===== src/rtl/riscv_dmem_responder_pkg.sv =====
// Shared core definitions used by the data-memory responder.
//   biu_size_t : access size encoding driven by the load/store unit
//   WAIT_CNT_W : width of the post-access wait-state counter (0..15 waits)
package riscv_dmem_responder_pkg;

    typedef enum logic [2:0] {
        BYTE       = 3'd0,
        HWORD      = 3'd1,
        WORD       = 3'd2,
        DWORD      = 3'd3,
        UNDEF_SIZE = 3'd7
    } biu_size_t;

    localparam int WAIT_CNT_W = 4;

endpackage


===== src/rtl/riscv_dmem_chk.sv =====
// Combinational request checker for the data-memory responder.
// Inputs : adr_i (byte address), size_i (access size)
// Outputs: misaligned_o, page_fault_o (address outside the SRAM window),
//          be_o (byte enables within the SRAM word), wadr_o (SRAM word address)
module riscv_dmem_chk
    import riscv_dmem_responder_pkg::*;
#(
    parameter int              XLEN     = 32,
    parameter int              ADR_BITS = 12,
    parameter logic [XLEN-1:0] BASE_ADR = '0
) (
    input  logic [XLEN-1:0]     adr_i,
    input  biu_size_t           size_i,
    output logic                misaligned_o,
    output logic                page_fault_o,
    output logic [XLEN/8-1:0]   be_o,
    output logic [ADR_BITS-1:0] wadr_o
);
    localparam int BEW  = XLEN / 8;
    localparam int OFFW = $clog2(BEW);
    // Window size in bytes, one bit wider so it cannot overflow.
    localparam logic [XLEN:0] WIN = (XLEN+1)'(BEW) << ADR_BITS;

    logic [XLEN-1:0] off;
    logic [BEW-1:0]  mask;

    // Subtraction wraps, so addresses below BASE_ADR land far above the window.
    assign off          = adr_i - BASE_ADR;
    assign page_fault_o = {1'b0, off} >= WIN;
    assign wadr_o       = off[OFFW +: ADR_BITS];
    assign be_o         = mask << adr_i[OFFW-1:0];

    always_comb begin
        mask         = '0;
        misaligned_o = 1'b1;
        case (size_i)
            BYTE:  begin mask = BEW'(1);     misaligned_o = 1'b0;          end
            HWORD: begin mask = BEW'(3);     misaligned_o = adr_i[0];      end
            WORD:  begin mask = BEW'(4'hF);  misaligned_o = |adr_i[1:0];   end
            // Doubleword accesses only exist on a 64-bit datapath.
            DWORD: begin mask = BEW'(8'hFF); misaligned_o = (XLEN == 64) ? |adr_i[2:0] : 1'b1; end
            default: ;
        endcase
    end

endmodule


===== src/rtl/riscv_dmem_responder.sv =====
// Data-memory responder between the load/store unit and the tightly-coupled
// data SRAM. One access in flight; faults are answered without an SRAM cycle.
// Ports:
//   clk, rstn                         clock, async active-low reset
//   dmem_req_i/we_i/adr_i/d_i/size_i  request from the core (sampled in IDLE)
//   dmem_ack_o/q_o                    one-cycle completion pulse and load data
//   dmem_misaligned_o/page_fault_o    fault flags, valid with ack
//   sram_ce_o/we_o/be_o/adr_o/d_o     synchronous SRAM command
//   sram_q_i                          SRAM read data, valid cycle after ce
module riscv_dmem_responder
    import riscv_dmem_responder_pkg::*;
#(
    parameter int              XLEN        = 32,
    parameter int              ADR_BITS    = 12,
    parameter logic [XLEN-1:0] BASE_ADR    = '0,
    parameter int              WAIT_STATES = 0
) (
    input  logic                clk,
    input  logic                rstn,
    input  logic                dmem_req_i,
    input  logic                dmem_we_i,
    input  logic [XLEN-1:0]     dmem_adr_i,
    input  logic [XLEN-1:0]     dmem_d_i,
    input  biu_size_t           dmem_size_i,
    output logic                dmem_ack_o,
    output logic [XLEN-1:0]     dmem_q_o,
    output logic                dmem_misaligned_o,
    output logic                dmem_page_fault_o,
    output logic                sram_ce_o,
    output logic                sram_we_o,
    output logic [XLEN/8-1:0]   sram_be_o,
    output logic [ADR_BITS-1:0] sram_adr_o,
    output logic [XLEN-1:0]     sram_d_o,
    input  logic [XLEN-1:0]     sram_q_i
);
    typedef enum logic [2:0] {S_IDLE, S_ACCESS, S_CAPTURE, S_WAIT, S_RESP} state_e;

    state_e                state_q, state_d;
    logic                  we_q, we_d;
    logic [XLEN-1:0]       data_q, data_d;
    logic [WAIT_CNT_W-1:0] cnt_q, cnt_d;
    logic                  ack_q, ack_d, mis_q, mis_d, pf_q, pf_d;
    logic [XLEN-1:0]       q_q, q_d;
    logic                  ce_q, ce_d, swe_q, swe_d;
    logic [XLEN/8-1:0]     be_q, be_d;
    logic [ADR_BITS-1:0]   sadr_q, sadr_d;
    logic [XLEN-1:0]       sd_q, sd_d;

    logic                  chk_mis, chk_pf;
    logic [XLEN/8-1:0]     chk_be;
    logic [ADR_BITS-1:0]   chk_wadr;

    riscv_dmem_chk #(.XLEN(XLEN), .ADR_BITS(ADR_BITS), .BASE_ADR(BASE_ADR)) u_chk (
        .adr_i        (dmem_adr_i),
        .size_i       (dmem_size_i),
        .misaligned_o (chk_mis),
        .page_fault_o (chk_pf),
        .be_o         (chk_be),
        .wadr_o       (chk_wadr)
    );

    always_ff @(posedge clk or negedge rstn) begin
        if (!rstn) begin
            state_q <= S_IDLE;
            we_q    <= 1'b0;
            data_q  <= '0;
            cnt_q   <= '0;
            ack_q   <= 1'b0;
            mis_q   <= 1'b0;
            pf_q    <= 1'b0;
            q_q     <= '0;
            ce_q    <= 1'b0;
            swe_q   <= 1'b0;
            be_q    <= '0;
            sadr_q  <= '0;
            sd_q    <= '0;
        end else begin
            state_q <= state_d;
            we_q    <= we_d;
            data_q  <= data_d;
            cnt_q   <= cnt_d;
            ack_q   <= ack_d;
            mis_q   <= mis_d;
            pf_q    <= pf_d;
            q_q     <= q_d;
            ce_q    <= ce_d;
            swe_q   <= swe_d;
            be_q    <= be_d;
            sadr_q  <= sadr_d;
            sd_q    <= sd_d;
        end
    end

    // Outputs are registered, so each branch computes what the outputs must
    // show in the state being entered.
    always_comb begin
        state_d = state_q;
        we_d    = we_q;
        data_d  = data_q;
        cnt_d   = cnt_q;
        ack_d   = 1'b0;
        mis_d   = 1'b0;
        pf_d    = 1'b0;
        q_d     = '0;
        ce_d    = 1'b0;
        swe_d   = 1'b0;
        be_d    = '0;
        sadr_d  = sadr_q;
        sd_d    = sd_q;
        case (state_q)
            S_IDLE: begin
                if (dmem_req_i) begin
                    we_d = dmem_we_i;
                    if (chk_mis || chk_pf) begin
                        state_d = S_RESP;
                        ack_d   = 1'b1;
                        mis_d   = chk_mis;
                        pf_d    = chk_pf & ~chk_mis;
                    end else begin
                        // Address and data go straight into the SRAM command
                        // registers; they double as the request latch.
                        state_d = S_ACCESS;
                        ce_d    = 1'b1;
                        swe_d   = dmem_we_i;
                        be_d    = chk_be;
                        sadr_d  = chk_wadr;
                        sd_d    = dmem_d_i;
                    end
                end
            end
            S_ACCESS: state_d = S_CAPTURE;
            S_CAPTURE: begin
                data_d = we_q ? '0 : sram_q_i;
                if (WAIT_STATES > 0) begin
                    state_d = S_WAIT;
                    cnt_d   = WAIT_CNT_W'(WAIT_STATES - 1);
                end else begin
                    state_d = S_RESP;
                    ack_d   = 1'b1;
                    q_d     = we_q ? '0 : sram_q_i;
                end
            end
            S_WAIT: begin
                if (cnt_q == '0) begin
                    state_d = S_RESP;
                    ack_d   = 1'b1;
                    q_d     = data_q;
                end else begin
                    cnt_d = cnt_q - 1'b1;
                end
            end
            S_RESP:  state_d = S_IDLE;
            default: state_d = S_IDLE;
        endcase
    end

    assign dmem_ack_o        = ack_q;
    assign dmem_q_o          = q_q;
    assign dmem_misaligned_o = mis_q;
    assign dmem_page_fault_o = pf_q;
    assign sram_ce_o         = ce_q;
    assign sram_we_o         = swe_q;
    assign sram_be_o         = be_q;
    assign sram_adr_o        = sadr_q;
    assign sram_d_o          = sd_q;

endmodule

===== config.mk =====
export PLATFORM = sky130hd
export DESIGN_NAME = riscv_dmem_responder
export DESIGN_NICKNAME = d
export VERILOG_FILES = /design/src/rtl/riscv_dmem_responder_pkg.sv /design/src/rtl/riscv_dmem_chk.sv /design/src/rtl/riscv_dmem_responder.sv
export SDC_FILE = /design/constraint.sdc
export NUM_CORES = 1
export LEC_CHECK = 0
export CORE_ASPECT_RATIO = 1.4
export CORE_MARGIN = 3
export CORE_UTILIZATION = 25
export DETAILED_ROUTE_END_ITERATION = 12
export PLACE_DENSITY = 0.62
export SETUP_SLACK_MARGIN = 0.2
export SYNTH_ARGS = -nofsm -noshare
export SYNTH_HDL_FRONTEND = slang
export SYNTH_SLANG_ARGS = --single-unit

===== constraint.sdc =====
create_clock -name clk -period 2.1 [get_ports clk]
set_clock_uncertainty 0.05 [all_clocks]
set_input_delay 0.525 -clock clk [delete_from_list [all_inputs] [get_ports clk]]
set_output_delay 0.525 -clock clk [all_outputs]
set_load 0.005 [all_outputs]

Yosys cells after proc, flatten, opt, wreduce, memory -nomap -nowiden --
Cells that the tools add are included. W data, S select, Z words.
Cells by class: add/sub/neg operators 1, order comparisons 1, eq/ne operators 8, shift operators 1, mux-type cells 28, bitwise gates (word level) 4, reductions and logical operators 10
Operator list (number):
- $mux W32 | 2
- $pmux W32 S2 | 1
- $ge A32 B15 Y1 const B | 1
- $mux W1 | 15
- $eq A3 B2 Y1 const B | 4
- $mux W4 | 3
- $pmux W3 S4 | 1
- $pmux W4 S3 | 1
- $mux W3 | 3
- $eq A3 B1 Y1 const B | 2
- $logic_not A3 Y1 | 2
- $pmux W1 S3 | 2
- $reduce_and A2 Y1 | 3
- $logic_not A4 Y1 | 1
- $ne A2 B2 Y1 const B | 2
- $reduce_or A2 Y1 | 2
- $shl A4 B2 Y4 | 1
- $sub A4 B1 Y4 const B | 1
- $not A1 Y1 | 3
- $reduce_and A3 Y1 | 1
- $and A1 B1 Y1 | 1
- $logic_or A1 B1 Y1 | 1
Word-level totals: register bits 125, input port bits 103

Depth between registers and ports, before layout --
Gate-level depths: netlist of run 1.
word-level depth 7, depth in mapped cells 6, gate-level depth less buffers 6

By module --
From an unflattened synthesis of run 1, not the netlist that was laid out.
Unflattened totals: cells, all modules 316, area, all modules 4937.2 µm²
By module, submodules not included:
- riscv_dmem_responder | times used 1, cells an instance 287, area an instance 4744.6 µm², sequential area each 3128.0 µm²
- riscv_dmem_chk | times used 1, cells an instance 29, area an instance 192.7 µm², sequential area each 0.0 µm²

Least setup slack after synthesis of run 1 --
OpenSTA, ideal clock, no wires.
path kind input port to flip-flop, start point input port dmem_size_i[0], end point register sadr_q[0] (netlist: sram_adr_o[0]), setup time 0.125 ns, arrival 1.974 ns, slack -0.049 ns, stages on the path 5, path buffers 1, path through or3_1 > a21o_1 > nor4_4 > buf_6 > mux2_2
Between the ends: cells in the longest elaborated chain, start to end 5, elaborated cells between the ends (all ways) 7
RTL lines:
- start, declared | RTL line riscv_dmem_responder.sv:24 | input biu_size_t dmem_size_i,
- $eq A3 B2 Y1, or another cell as far along | RTL line riscv_dmem_chk.sv:36 | case (size_i)
- $pmux W1 S3 * | RTL line riscv_dmem_chk.sv:36
- $logic_or A1 B1 Y1 * | RTL line riscv_dmem_responder.sv:114 | if (chk_mis || chk_pf) begin
- $not A1 Y1 (no line) *
- $reduce_and A3 Y1 (no line) *
- end signal, assigned | RTL line riscv_dmem_responder.sv:89 | sadr_q <= sadr_d;
- end, declared | RTL line riscv_dmem_responder.sv:46 | logic [ADR_BITS-1:0] sadr_q, sadr_d;
Mark *: on every way between the ends. The rest lies on a longest branch, timed or not. A chain may end at the register's enable or synchronous reset.

Final worst setup path of run 1 --
start point input port dmem_adr_i[0], end point register sd_q[25] (netlist: sram_d_o[25])
Between the ends: cells in the longest elaborated chain, start to end 5, elaborated cells between the ends (all ways) 6
RTL lines:
- start, declared | RTL line riscv_dmem_responder.sv:22 | input logic [XLEN-1:0] dmem_adr_i,
- branches (longest 2 deep; another with $ge A32 B15 Y1)
- $logic_or A1 B1 Y1 * | RTL line riscv_dmem_responder.sv:114
- $not A1 Y1 (no line) *
- $reduce_and A3 Y1 (no line) *
- end signal, assigned | RTL line riscv_dmem_responder.sv:76 | sd_q <= '0;
- end signal, assigned | RTL line riscv_dmem_responder.sv:90 | sd_q <= sd_d;
- end, declared | RTL line riscv_dmem_responder.sv:47 | logic [XLEN-1:0] sd_q, sd_d;
Mark *: on every way between the ends.

==> results of run 1 <==
-- critical path, stage by stage --
cell and delay (ns):
buf_6 0.09, or3_1 0.36, a21o_1 0.20, nor4_4 0.30
buf_4 0.17, buf_8 0.12, buf_6 0.10, buf_12 0.12
mux2_4 0.30
-- per-stage QoR --
step	util	area [sq um]	setup TNS (ns)
detailed placement	0.3837	6934	-24.61
global route	0.4393	7938	-0.02954
floorplan	-	4654	-1.980
global placement	0.3837	6934	-24.84
finish	0.4393	7938	0
CTS	0.4308	7785	0
-- final cells by class --
| cell class | instances | area [sq um] |
|---|---|---|
| fill | 1607 | 10130 |
| sequential | 125 | 3128 |
| timing repair buffer | 223 | 2337 |
| multi-input combinational | 156 | 1570 |
| clock buffer | 22 | 464.2 |
| tap | 240 | 300.3 |
| clock inverter | 10 | 115.1 |
| inverter | 6 | 22.52 |
-- routing by layer --
metal / routed length [microns] / global-route usage / vias up
li1: - / - / 1585
met1: 5169 / 0.1476 / 1761
met2: 6942 / 0.2282 / 141
met3: 981 / 0.04348 / 11
met4: 146 / 0.04142 / 0
met5: 0 / 0 / -
-- worst max-delay path by stage --
stage	from	to	slack, ns	depth (start not counted)
floorplan	dmem_size_i[0]	sram_adr_o[0]	-0.05	5
global route	dmem_adr_i[16]	sram_d_o[25]	-0.01	9
finish	dmem_adr_i[0]	sram_d_o[25]	0.04	9
global placement	dmem_adr_i[18]	sram_d_o[8]	-0.50	6
detailed placement	dmem_adr_i[31]	sram_adr_o[9]	-0.51	6
CTS	dmem_adr_i[0]	sram_d_o[9]	0.08	9
-- kinds of logic after synthesis --
kind of cell,Yosys count
compound gates,74
buf+inv,23
xor+xnor,2
simple gates,32
fa+ha+maj,2
mux,46
flops,125
-- where the power goes --
group | internal, mW | leakage, nW | switching, mW | total (mW)
clock | 1.81 | 0.276 | 1.04 | 2.85
combinational | 0.190 | 1.82 | 0.110 | 0.300
sequential | 2.42 | 1.74 | 0.00524 | 2.42
-- repair_timing --
| action | 4_1_cts | 5_1_grt |
|---|---|---|
| endpoints found under the setup margin | 53 | 63 |
| setup buffers | 7 | 2 |
| gates resized for setup | 58 | 48 |
| pin swaps | 9 | 7 |
| endpoints found under the hold margin | 15 | 0 |
| hold buffers | 1 | 0 |
| cloned | 6 | 0 |
-- sequential cells by signal (all words and copies together), names as in the netlist, 3 cells and up --
| signal | count |
|---|---|
| state_q | 3 |
| cnt_q | 4 |
| dmem_q_o | 32 |
| sram_d_o | 32 |
| data_q | 32 |
| sram_adr_o | 12 |
| sram_be_o | 4 |
-- layout by cell type, fill, tap and decap left out, types with 4 or more instances in the layout --
cell type and n:
inv_1 6, buf_4 19, nor3_1 4, buf_12 6, nor2_1 6, dlygate4sd2_1 13
clkdlybuf4s50_1 150, clkbuf_16 17, buf_16 5, dfrtp_1 125, clkbuf_2 4, mux2_4 33
buf_6 5, dlymetal6s2s_1 14, mux2_2 13, a22o_1 64
==> results.tsv, run 1 <==
stage	metric	value	unit
outcome	outcome	finished, final reports clean	
floorplan	Die Width	121.1	microns
clock_tree	Clock Latency Late Sink	0.40	ns
route	drt initial violations	132	
synth	Synth Warn #	0	
floorplan	core area	18070	sq um
synth	Synth top area share	0.6751	
floorplan	Initial Util	0.2564	
final_layout	area grow syn2layout	71.32	%
worst_setup_path	Critical Path RT	2.34	ns
synth	Post-synth top cells	125 x dfrtp_1, 64 x a22o_1, 43 x mux2_2	
route	First-pass DRT Iterations	4	
worst_setup_path	Worst R2R Setup Slack	0.23	ns
sta	Rel. slew slack	0.6948	
worst_setup_path	WP data arrival	2.29	ns
power	power density over the cells	701.6	nW/um^2
place	post-DP HPWL	8794	microns
final_layout	Antenna Cells	0	
clock_tree	Max H-tree Level	4	
synth	Synth Area in Simple Gates	0.03997	
sta	RSZ-0062 raised after global routing	yes	
synth	Post-synth ARST share	1.000	
global_routing	grt ovf	0	
power	leakage power	3.833	nW
synth	post-synthesis register bit count	125	
clock_tree	clock buffer depth	2	
synth	sequential-to-total area share from yosys stat	0.6751	
sta	crit share post-route	0.9796	
synth	most frequent cell after synthesis	dfrtp_1	
worst_setup_path	FF-to-FF path depth	8	
global_routing	first-pass GRT wire length	20440	microns
global_routing	All-Layer GR Usage	0.1300	
route	Wirelength per Cell	16.93	microns
hold_path	Hold Startpoint	dmem_adr_i[1]	
route	Routed WL	13240	microns
synth	net count after synthesis	409	
worst_setup_path	reg-to-reg endpoint	sram_d_o[25]	
floorplan	Die ar.	20230	sq um
synth	synthesized cell area	4633	sq um
synth	cell type with the largest total area after synthesis	dfrtp_1	
place	Placer Congestion	0.7342	
worst_setup_path	Worst R2R Start	state_q[1]	
sta	final hold viol count	0	
route	Antenna Nets Post-Route	0	
route	via count	3498	
route	Remaining DRCs	0	
synth	mux cell area share after synthesis	0.1118	
clock_tree	clock sink count	125	
clock_tree	CTS clk-pin slew, worst paths	0.05	ns
sta	Max Fclk	486.1	MHz
clock_tree	CTS tree	built	
floorplan	Die Ht	167.1	microns
route	Via-to-Cell Ratio	4.473	
place	placed insts	734	
hold_path	Hold Crit Depth	3	
sta	Hold WS	0.3841	ns
hold_path	Min-Delay Endpoint	sram_be_o[0]	
sta	final setup fails	0	
final_layout	Final nets	634	
final_layout	layout cells sized above 1	0.2380	
place	Setup WS pre-CTS	-0.5073	ns
synth	Synth Area in Adders	0.005401	
synth	Syn Area/Cell	15.24	sq um
sta	Final Max Tran Viols	0	
synth	post-synth cell types	27	
place	# port buffers	187	
worst_setup_path	Crit. End Element	flop	
sta	Slew @ Worst Pin	0.4578	ns
clock_tree	Root Driver	clkbuf_16	
global_routing	largest net degree at the start of global routing	65	
worst_setup_path	critical path class	input pin to flop	
synth	Post-Synthesis Cells	304	
final_layout	Non-Filler Instances	782	
hold_path	type of the tightest min-delay check	input pin to flop	
worst_setup_path	critical path fanouts, max	6	
power	worst vdd ir	371.4	uV
global_routing	initial antenna violation count	0	
global_routing	number of global-route vias before repair	3724	
synth	ys flop type	dfrtp_1	
sta	setup ws final	0.04278	ns
synth	Post-synth EDFFs	0	
floorplan	num ports	188	
floorplan	Site Rows	58	
synth	fraction of synthesized cell area in xor and xnor cells	0.003781	
synth	Synth area leaders	dfrtp_1 68%, a22o_1 12%, mux2_2 10%, buf_6 1.2%, clkbuf_1 0.97%	
sta	Tmin final	2.057	ns
synth	largest family of logic cells by synthesized area	compound AO/OA/AOI/OAI gates	
worst_setup_path	critical path launch point type	input pin	
clock_tree	Num CTS Buffers	17	
job	max_cap viols	0	
power	total power	5.569	mW
synth	area fraction in compound gates after synthesis	0.1372	
(Power assumes the default switching activity.)
==> inputs of run 2 (changes only) <==
--- a/config.mk
+++ b/config.mk
@@ -8,6 +8,7 @@
 export CORE_ASPECT_RATIO = 1.4
 export CORE_MARGIN = 3
 export CORE_UTILIZATION = 25
+export CTS_CLUSTER_DIAMETER = 80
 export DETAILED_ROUTE_END_ITERATION = 12
 export PLACE_DENSITY = 0.62
 export SETUP_SLACK_MARGIN = 0.2
==> results of run 2 <==
Same layout as run 1: the final DEF is identical, and so are final timing and power.
